$ cat src/rtl/nfc_ask_demod.sv
// -----------------------------------------------------------------------------
// nfc_ask_demod
//
// Recovers the modulating bit stream from a sampled, amplitude-modulated
// 13.56 MHz carrier. The sample is rectified, peak-detected over fixed
// windows of WINDOW clocks, sliced with hysteresis and debounced over
// DEBOUNCE windows. Each accepted level change is reported with a one-cycle
// strobe and the number of windows the previous level lasted.
//
// Ports:
//   clk        emulation clock, one input sample per cycle
//   rst        asynchronous, active-low reset
//   v_in       signed channel sample (two's complement, WIDTH bits)
//   env        peak magnitude of the last completed window (MSB always 0)
//   env_valid  high once the first window has completed (FSM in TRACK)
//   out_bit    debounced recovered envelope bit
//   edge_stb   one-cycle pulse on every out_bit change
//   dur        windows the previous out_bit level lasted; updated with edge_stb
//
// Handshake: there is no backpressure. edge_stb is high for exactly one clock
// and dur is stable from that clock until the next edge; a consumer must
// sample edge_stb in the cycle it is high.
// -----------------------------------------------------------------------------
module nfc_ask_demod #(
    parameter int WIDTH     = 25,
    parameter int WINDOW    = 64,
    parameter int THRESH_HI = 4600,
    parameter int THRESH_LO = 4400,
    parameter int DEBOUNCE  = 2,
    parameter int CNT_W     = 16
) (
    input  logic                    clk,
    input  logic                    rst,
    input  logic signed [WIDTH-1:0] v_in,
    output logic        [WIDTH-1:0] env,
    output logic                    env_valid,
    output logic                    out_bit,
    output logic                    edge_stb,
    output logic        [CNT_W-1:0] dur
);

    // -------------------------------------------------------------------------
    // Constants
    // -------------------------------------------------------------------------
    localparam int WIN_W = (WINDOW > 1) ? $clog2(WINDOW) : 1;
    localparam int DEB_W = $clog2(DEBOUNCE + 1);
    localparam int SUM_W = CNT_W + 1;

    localparam logic [WIN_W-1:0] WIN_LAST = WIN_W'(WINDOW - 1);
    localparam logic [WIDTH-1:0] MAG_MAX  = {1'b0, {(WIDTH-1){1'b1}}};
    localparam logic [WIDTH-1:0] TH_HI    = WIDTH'(THRESH_HI);
    localparam logic [WIDTH-1:0] TH_LO    = WIDTH'(THRESH_LO);
    localparam logic [DEB_W-1:0] DEB_TGT  = DEB_W'(DEBOUNCE);
    localparam logic [CNT_W-1:0] DUR_MAX  = {CNT_W{1'b1}};
    localparam logic [CNT_W-1:0] DUR_RST  = CNT_W'(DEBOUNCE);

    // FSM encoding
    localparam logic [0:0] ST_FILL  = 1'b0;
    localparam logic [0:0] ST_TRACK = 1'b1;

    // -------------------------------------------------------------------------
    // Registers
    // -------------------------------------------------------------------------
    logic [0:0]       r_state;
    logic [WIN_W-1:0] r_win_cnt;
    logic [WIDTH-1:0] r_run_max;
    logic [WIDTH-1:0] r_env;
    logic             r_win_done;
    logic             r_slice;
    logic             r_out_bit;
    logic             r_edge_stb;
    logic [DEB_W-1:0] r_deb_cnt;
    logic [CNT_W-1:0] r_dur_cnt;
    logic [CNT_W-1:0] r_dur;

    // -------------------------------------------------------------------------
    // Rectifier
    // -------------------------------------------------------------------------
    logic [WIDTH-1:0] w_raw;
    logic             w_neg;
    logic             w_neg_min;
    logic [WIDTH-1:0] w_mag;

    assign w_raw     = v_in;
    assign w_neg     = w_raw[WIDTH-1];
    // The most-negative code has no positive counterpart; clamp it.
    assign w_neg_min = w_neg && (w_raw[WIDTH-2:0] == '0);

    always_comb begin
        w_mag = w_raw;
        if (w_neg_min) begin
            w_mag = MAG_MAX;
        end else if (w_neg) begin
            w_mag = ~w_raw + 1'b1;
        end
    end

    // -------------------------------------------------------------------------
    // Peak detector window
    // -------------------------------------------------------------------------
    logic             w_last;
    logic [WIDTH-1:0] w_peak;

    assign w_last = (r_win_cnt == WIN_LAST);
    // Peak includes the current sample so env reflects all WINDOW samples.
    assign w_peak = (w_mag > r_run_max) ? w_mag : r_run_max;

    always_ff @(posedge clk or negedge rst) begin
        if (!rst) begin
            r_win_cnt  <= '0;
            r_run_max  <= '0;
            r_env      <= '0;
            r_win_done <= 1'b0;
            r_state    <= ST_FILL;
        end else begin
            r_win_done <= w_last;
            if (w_last) begin
                r_win_cnt <= '0;
                r_run_max <= '0;
                r_env     <= w_peak;
                if (r_state == ST_FILL) begin
                    r_state <= ST_TRACK;
                end
            end else begin
                r_win_cnt <= r_win_cnt + 1'b1;
                r_run_max <= w_peak;
            end
        end
    end

    // -------------------------------------------------------------------------
    // Slicer, debounce and duration tracking
    // -------------------------------------------------------------------------
    logic             w_eval;
    logic             w_slice;
    logic             w_differ;
    logic [DEB_W-1:0] w_deb_next;
    logic             w_toggle;
    logic [SUM_W-1:0] w_dur_sum;
    logic [CNT_W-1:0] w_dur_sat;

    // Evaluate once per window, the cycle after env was latched.
    assign w_eval = r_win_done && (r_state == ST_TRACK);

    always_comb begin
        w_slice = r_slice;
        if (r_env >= TH_HI) begin
            w_slice = 1'b1;
        end else if (r_env <= TH_LO) begin
            w_slice = 1'b0;
        end
    end

    assign w_differ   = (w_slice != r_out_bit);
    assign w_deb_next = r_deb_cnt + 1'b1;
    assign w_toggle   = w_eval && w_differ && (w_deb_next == DEB_TGT);

    // Windows spent in a pending (disagreeing) run are held back from
    // dur_cnt. If the run is accepted they belong to the new level, which is
    // why dur_cnt restarts at DEBOUNCE; if the run is rejected as a glitch
    // they are credited back to the current level here, together with the
    // window being evaluated. This keeps dur equal to the real length of the
    // previous level, glitches included.
    assign w_dur_sum = {1'b0, r_dur_cnt} + SUM_W'(r_deb_cnt) + SUM_W'(1);
    assign w_dur_sat = w_dur_sum[CNT_W] ? DUR_MAX : w_dur_sum[CNT_W-1:0];

    always_ff @(posedge clk or negedge rst) begin
        if (!rst) begin
            r_slice    <= 1'b0;
            r_out_bit  <= 1'b0;
            r_edge_stb <= 1'b0;
            r_deb_cnt  <= '0;
            r_dur_cnt  <= '0;
            r_dur      <= '0;
        end else begin
            r_edge_stb <= w_toggle;
            if (w_eval) begin
                r_slice <= w_slice;
                if (w_toggle) begin
                    r_out_bit <= ~r_out_bit;
                    r_dur     <= r_dur_cnt;
                    r_dur_cnt <= DUR_RST;
                    r_deb_cnt <= '0;
                end else if (w_differ) begin
                    r_deb_cnt <= w_deb_next;
                end else begin
                    r_deb_cnt <= '0;
                    r_dur_cnt <= w_dur_sat;
                end
            end
        end
    end

    // -------------------------------------------------------------------------
    // Outputs
    // -------------------------------------------------------------------------
    assign env       = r_env;
    assign env_valid = (r_state == ST_TRACK);
    assign out_bit   = r_out_bit;
    assign edge_stb  = r_edge_stb;
    assign dur       = r_dur;

endmodule

$ cat config.mk
export PLATFORM = sky130hd
export DESIGN_NAME = nfc_ask_demod
export DESIGN_NICKNAME = d
export VERILOG_FILES = /design/src/rtl/nfc_ask_demod.sv
export SDC_FILE = /design/constraint.sdc
export NUM_CORES = 1
export LEC_CHECK = 0
export BUFFER_PORTS_ARGS = -buffer_cell sky130_fd_sc_hd__buf_2
export CAP_MARGIN = 5
export CORE_AREA = 2 2 160 84
export CTS_BUF_LIST = sky130_fd_sc_hd__clkbuf_2
export DETAILED_ROUTE_END_ITERATION = 12
export DIE_AREA = 0 0 162 86
export MAX_ROUTING_LAYER = met4
export SLEW_MARGIN = 15
export SYNTH_ARGS = -nofsm -noshare
export SYNTH_HDL_FRONTEND = slang
export SYNTH_SLANG_ARGS = --single-unit
export TNS_END_PERCENT = 20
$ cat constraint.sdc
create_clock -name clk -period 5.8 [get_ports clk]
set_input_delay 0.29 -clock clk [delete_from_list [all_inputs] [get_ports clk]]
set_output_delay 0.29 -clock clk [all_outputs]
set_load 0.05 [all_outputs]
==> results of run 1 <==
==> worst min-delay path, cell delays in order <==
cell,delay (ns)
buf_2,0.12
mux2i_1,0.11
nand3_1,0.11
o31ai_1,0.07
==> cells by family after synthesis <==
| group | share of synthesized area [%] |
|---|---|
| and+or+nand+nor | 18.17 |
| DFF | 43.26 |
| AOI/OAI and AO/OA | 17.69 |
| buffers and inverters | 5.646 |
| muxes | 5.601 |
| adders and majority gates | 7.195 |
| xor gates and xnor gates | 2.368 |
| other | 0.06824 |
==> final cells by class <==
| class | count | area (um2) | area share, % |
|---|---|---|---|
| Clock inverter | 5 | 81.33 | 1.334 |
| Tap cell | 170 | 212.7 | 3.488 |
| Sequential cell | 95 | 2377 | 38.98 |
| Inverter | 38 | 142.6 | 2.339 |
| Timing Repair Buffer | 75 | 405.4 | 6.648 |
| Multi-Input combinational cell | 414 | 2824 | 46.31 |
| Clock buffer | 11 | 55.05 | 0.9027 |
==> per-layer routing <==
metal	part of all wire, %	vias to the layer above
met3	7.8	10
met2	39	162
met5	0	-
met4	0.60	0
li1	-	2210
met1	53	2263
==> cells in the mapped netlist, types with 8 or more instances <==
cell type  instances
a21oi_1           21
a22o_1             8
and3_1             8
clkbuf_1          19
dfrtp_1           95
ha_1              30
inv_1             37
mux2_2            14
mux2i_1           15
nand2_1           45
nand2b_1           8
nand3_1           31
nand4_1           11
nor2_1            42
nor3_1            12
o21ai_0           40
o31ai_1           25
xor2_1            11
==> worst max path at each step <==
stage	startpoint	end	slack (ns)	cells past startpoint
floorplan	v_in[6]	r_run_max[13]	1.87	17
global placement	v_in[6]	env[20]	1.32	14
detailed placement	v_in[6]	env[5]	1.14	15
CTS	v_in[6]	env[5]	1.78	15
global route	v_in[6]	env[21]	1.40	15
finish	v_in[6]	env[21]	1.66	15
==> registers in the layout, summed over array words and instances, names as in the netlist <==
| signal | count |
|---|---|
| r_run_max | 25 |
| r_dur_cnt | 16 |
| env_valid | 1 |
| r_deb_cnt | 2 |
| edge_stb | 1 |
| env | 25 |
| r_slice | 1 |
| r_win_done | 1 |
| out_bit | 1 |
| dur | 16 |
| r_win_cnt | 6 |
==> power groups by stage <==
stage	clock [mW]	combinational [mW]	sequential, mW
6_report	0.381	0.269	0.711
5_1_grt	0.420	0.304	0.715
4_1_cts	0.393	0.265	0.711
3_5_place_dp	0	0.263	0.722
3_3_place_gp	0	0.254	0.721
2_1_floorplan	0	0.173	0.717
==> per-stage QoR <==
stage | setup slack, ns | hold slack [ns]
5_1_grt | 1.403 | 0.1157
4_1_cts | 1.780 | 0.06109
6_report | 1.665 | 0.09892
3_5_place_dp | 1.138 | 0.3451
3_3_place_gp | 1.317 | 0.3363
2_1_floorplan | 1.866 | -0.005591
==> results.cfg, run 1 <==
[floorplan]
die_w_um = 162
num_io_pins = 71
coreArea_um2 = 12410
initial_core_util_pct = 44.28
fp-row-count = 29
die_h_um = 86
dieArea_um2 = 13930

[power_and_ir_drop]
p_per_area_nw_per_um2 = 223.2
peakVddDrop_mv = 0.1278
switching_power_uw = 420.0
power.total_mw = 1.361
intPower_uw = 941.1
p_leak_nw = 2.869
switching_share_pct = 30.86
pwr-share-clk_pct = 28.0
seq_power_share_pct = 52.2
p_comb_share_pct = 19.7

[clock_tree]
post_cts_buffers = 0
cts_made_buffers = 9
cts_buffer_depth = 2
root_buffer = clkbuf_2
cts_htree_levels = 3
hold_buffers = 1
clk_latency_ns = 0.60
cts.sinks = 95
clkTransAtPathRegs_ns = 0.30
cts_tree = built
cts-resized-gates = 0

[final_layout]
fill_cells = 1198
fin_nets = 691
layout_commonest_cell = dfrtp_1
syn_to_final_growth_pct = 10.97
drive_gt1_share_pct = 18.65
final_util_pct = 49.14
fin_area_um2 = 6098
fin_cells = 808
diodes = 0
most-common-layout-cells = dfrtp_1 (95), buf_2 (69), nand2_1 (45), nor2_1 (42), o21ai_0 (40)

[timing]
slew_headroom_pct = 35.35
fmax_ghz = 0.2418
rsz0062_at_grt = no
totalNegativeSetupSlack_ns = 0
tightest_slew_ns = 0.9698
setup_viol = 0
finalHoldViolCount = 0
period_needed_ns = 4.135
period_share_pct = 71.29
clock_skew_ns = 0.05798
finalMaxSlewViolations = 0

[placed_design]
hpwl_mm = 10.93
place_area_um2 = 5952
portBuffers = 70
gp_congestion = 1.044
place_inst = 791

[synth]
synth.top_cell.area_share_pct = 43.26
async_flop_share_pct = 100.0
synth.cell_area_um2 = 5495
ys_seq_elements = 95
synth_seq_area_share_pct = 43.26
synth_edf_count = 0
post-synth-top-area-cell = dfrtp_1
synth_nets = 633
synthCells = 575
synthTopCellsByArea = dfrtp_1 (43%), ha_1 (6.8%), o21ai_0 (3.6%)
postSynthAreaPerCell_um2 = 9.557
ys.warnings.count = 0
yosysUniqueCellTypes = 68
synth_ff_type = dfrtp_1

[global_routing]
use_met2_pct = 28.82
grtUsageMet3_pct = 6.673
track_usage_pct = 22.78
grt_pass1_vias = 4358
grt_max_degree = 51
grt_pass1_wl_mm = 23.91
grt_overflow_total = 0
top_usage_layer = met1
use_met1_pct = 35.32
antenna_found_initial = 0

[critical_path]
slowest_delay_ns = 0.60
start_kind = primary input
r2r-start = env[3]
cp.required_ns = 6.24
crit_family = simple AND/OR/NAND/NOR gates
reg2reg_depth = 7
cp-end-kind = flop
path_cells = buf_2 -> or4_4 -> nand2b_1 -> or3_1 -> o21ai_0 -> mux2i_1 -> ha_1 -> nand4_1 -> nor2_1 -> nand4_1 -> o2111a_1 -> a21oi_4 -> buf_12 -> mux2i_1 -> a21oi_1
regToRegEndpoint = r_dur_cnt[15]
r2r_setup_slack_ns = 2.41
critPathKind = primary input to flop
critPathBufInv = 2
crit_path_max_fanout = 29
cp_slowest_cell = a21oi_4
worstPathArrival_ns = 4.58

[drt]
ant_nets = 0
wirelength_mm = 14.54
vias = 4645
drt-pass1-iter-count = 5
drt_iter0_drc = 337
viasPerCell = 5.749
wl_per_cell_um = 18.00
drc = 0

[job]
cap_violations = 0

[hold_path]
hold_path.class = primary input to flop
holdPathEnd = r_run_max[13]
holdPathStages = 4
hp-start = v_in[13]

[status]
run_status = finished clean
Power figures use the tool's default switching activity.
==> inputs of run 2 (changes only) <==
==> constraint.sdc (replaced) <==
create_clock -name clk -period 4.05 [get_ports clk]
set_input_delay 0.2025 -clock clk [delete_from_list [all_inputs] [get_ports clk]]
set_output_delay 0.2025 -clock clk [all_outputs]
set_load 0.05 [all_outputs]
==> run 2 against run 1 <==
- final cell count up 4.5%
- sequential power up 43%
- die area unchanged
- highest routed layer unchanged
- flip-flop and latch count unchanged
- power up 41%
- register-to-register slack worse by 1.7 ns
- largest cell class unchanged
- worst setup slack worse by 1.5 ns
- hold slack worse by 0.0089 ns
- utilization up 2.0 points
- first-iteration DRC count down 1.2%
- non-clock buffer count up 36
- via count up 2.4%
==> results.cfg, run 2 (same netlist as run 1, synthesis figures left out) <==
[final_layout]
fill_cells = 1201
fin_area_um2 = 6351
fin_nets = 727
syn_to_final_growth_pct = 15.57
layout_commonest_cell = dfrtp_1
drive_gt1_share_pct = 22.70
fin_cells = 844
diodes = 0
most-common-layout-cells = dfrtp_1 (95), buf_2 (69), nand2_1 (45), nor2_1 (42)

[timing]
clock_skew_ns = 0.02398
period_needed_ns = 3.868
tightest_slew_ns = 0.8182
finalHoldViolCount = 0
setup_viol = 0
period_share_pct = 95.50
rsz0062_at_grt = no
hold_slack_ns = 0.09004
slew_headroom_pct = 45.46
totalNegativeSetupSlack_ns = 0
fmax_ghz = 0.2585
finalMaxSlewViolations = 0

[placed_design]
place_inst = 826
portBuffers = 70
hpwl_mm = 11.27
place_area_um2 = 6215
gp_congestion = 0.8757

[global_routing]
grt_pass1_wl_mm = 23.93
antenna_found_initial = 0
grt_max_degree = 65
grt_overflow_total = 0
grt_pass1_vias = 4435
track_usage_pct = 22.73

[clock_tree]
clkTransAtPathRegs_ns = 0.27
cts.sinks = 95
clk_latency_ns = 0.58
root_buffer = clkbuf_2
post_cts_buffers = 0
cts_made_buffers = 9
cts_buffer_depth = 2
cts_htree_levels = 3
cts_tree = built

[drt]
drt-pass1-iter-count = 5
drt_iter0_drc = 333
wirelength_mm = 14.69
drc = 0
viasPerCell = 5.635
vias = 4756
wl_per_cell_um = 17.40
ant_nets = 0

[critical_path]
cp.required_ns = 4.53
worstPathArrival_ns = 4.35
start_kind = primary input
crit_path_max_fanout = 28
cp-end-kind = flop
critPathKind = primary input to flop

[floorplan]
num_io_pins = 71
fp-row-count = 29
coreArea_um2 = 12410
initial_core_util_pct = 44.28
dieArea_um2 = 13930
die_h_um = 86
die_w_um = 162

[status]
run_status = finished clean

[power_and_ir_drop]
peakVddDrop_mv = 0.1692
p_leak_nw = 3.023
power.total_mw = 1.918
p_per_area_nw_per_um2 = 301.9

[job]
cap_violations = 0

[hold_path]
hold_path.class = primary input to flop
-- run 2: routing by layer --
metal | track usage, % | vias up | part of all wire (%)
met2 | 28.67 | 146 | 38
li1 | - | 2286 | -
met4 | 4.505 | 0 | 0.93
met1 | 34.97 | 2310 | 54
met5 | - | - | 0
met3 | 6.963 | 14 | 7.3
-- run 2: layout make-up --
cell class | count | area [um2] | share of cell area (%)
inverters | 38 | 142.6 | 2.246
well taps | 170 | 212.7 | 3.349
clock inverters | 7 | 71.32 | 1.123
clock buffers | 9 | 45.04 | 0.7092
flip-flops and latches | 95 | 2377 | 37.43
multi-input cells | 414 | 2824 | 44.46
repair buffers | 111 | 678.2 | 10.68
-- run 2: where the power goes --
group          internal (mW)  switching [mW]  total [mW]  leakage (nW)
Clock                  0.144           0.339       0.483        0.0664
Sequential             0.997          0.0219        1.02          1.13
Combinational          0.168           0.249       0.416          1.83
-- run 2: repair_timing --
item / 4_1_cts / 5_1_grt
hold buffers: 2 / 0
gates resized for setup: 0 / 2
hold endpoints to repair: 64 / 0
setup endpoints to repair: 0 / 1
-- run 2: worst paths after layout --
check | slack, ns | startpoint | end | depth (start not counted)
hold / removal | 0.09 | v_in[13] | r_run_max[13] | 5
hold reg to reg | 0.51 | r_win_cnt[4] | r_win_cnt[4] | 1
min in group asynchronous | 0.21 | rst | r_run_max[0] | 2
setup / recovery | 0.18 | v_in[18] | env[10] | 18
max in group asynchronous | 2.91 | rst | dur[1] | 3
setup reg to reg | 0.76 | env[3] | dur[12] | 6
-- run 2: stage by stage --
stage | setup WS (ns) | util [%]
5_1_grt | 0.03986 | 51.18
3_5_place_dp | -0.1332 | 50.08
2_1_floorplan | 0.2039 | -
3_3_place_gp | -0.05675 | 50.08
4_1_cts | 0.2159 | 51.18
6_report | 0.1821 | 51.18
-- run 2: worst max-delay path, stage by stage --
cell and delay [ns]:
dlygate4sd3_1 0.55, buf_2 0.14, or4_1 0.48, nand2b_1 0.22, buf_4 0.16, nor4_2 0.20, buf_4 0.19, nor2_1 0.05
mux2i_1 0.27, ha_1 0.18, nand4_1 0.13, nor2_1 0.17, nand4_1 0.18, o2111a_1 0.35, a21oi_4 0.18, buf_12 0.21
mux2i_1 0.36, o21ai_0 0.12
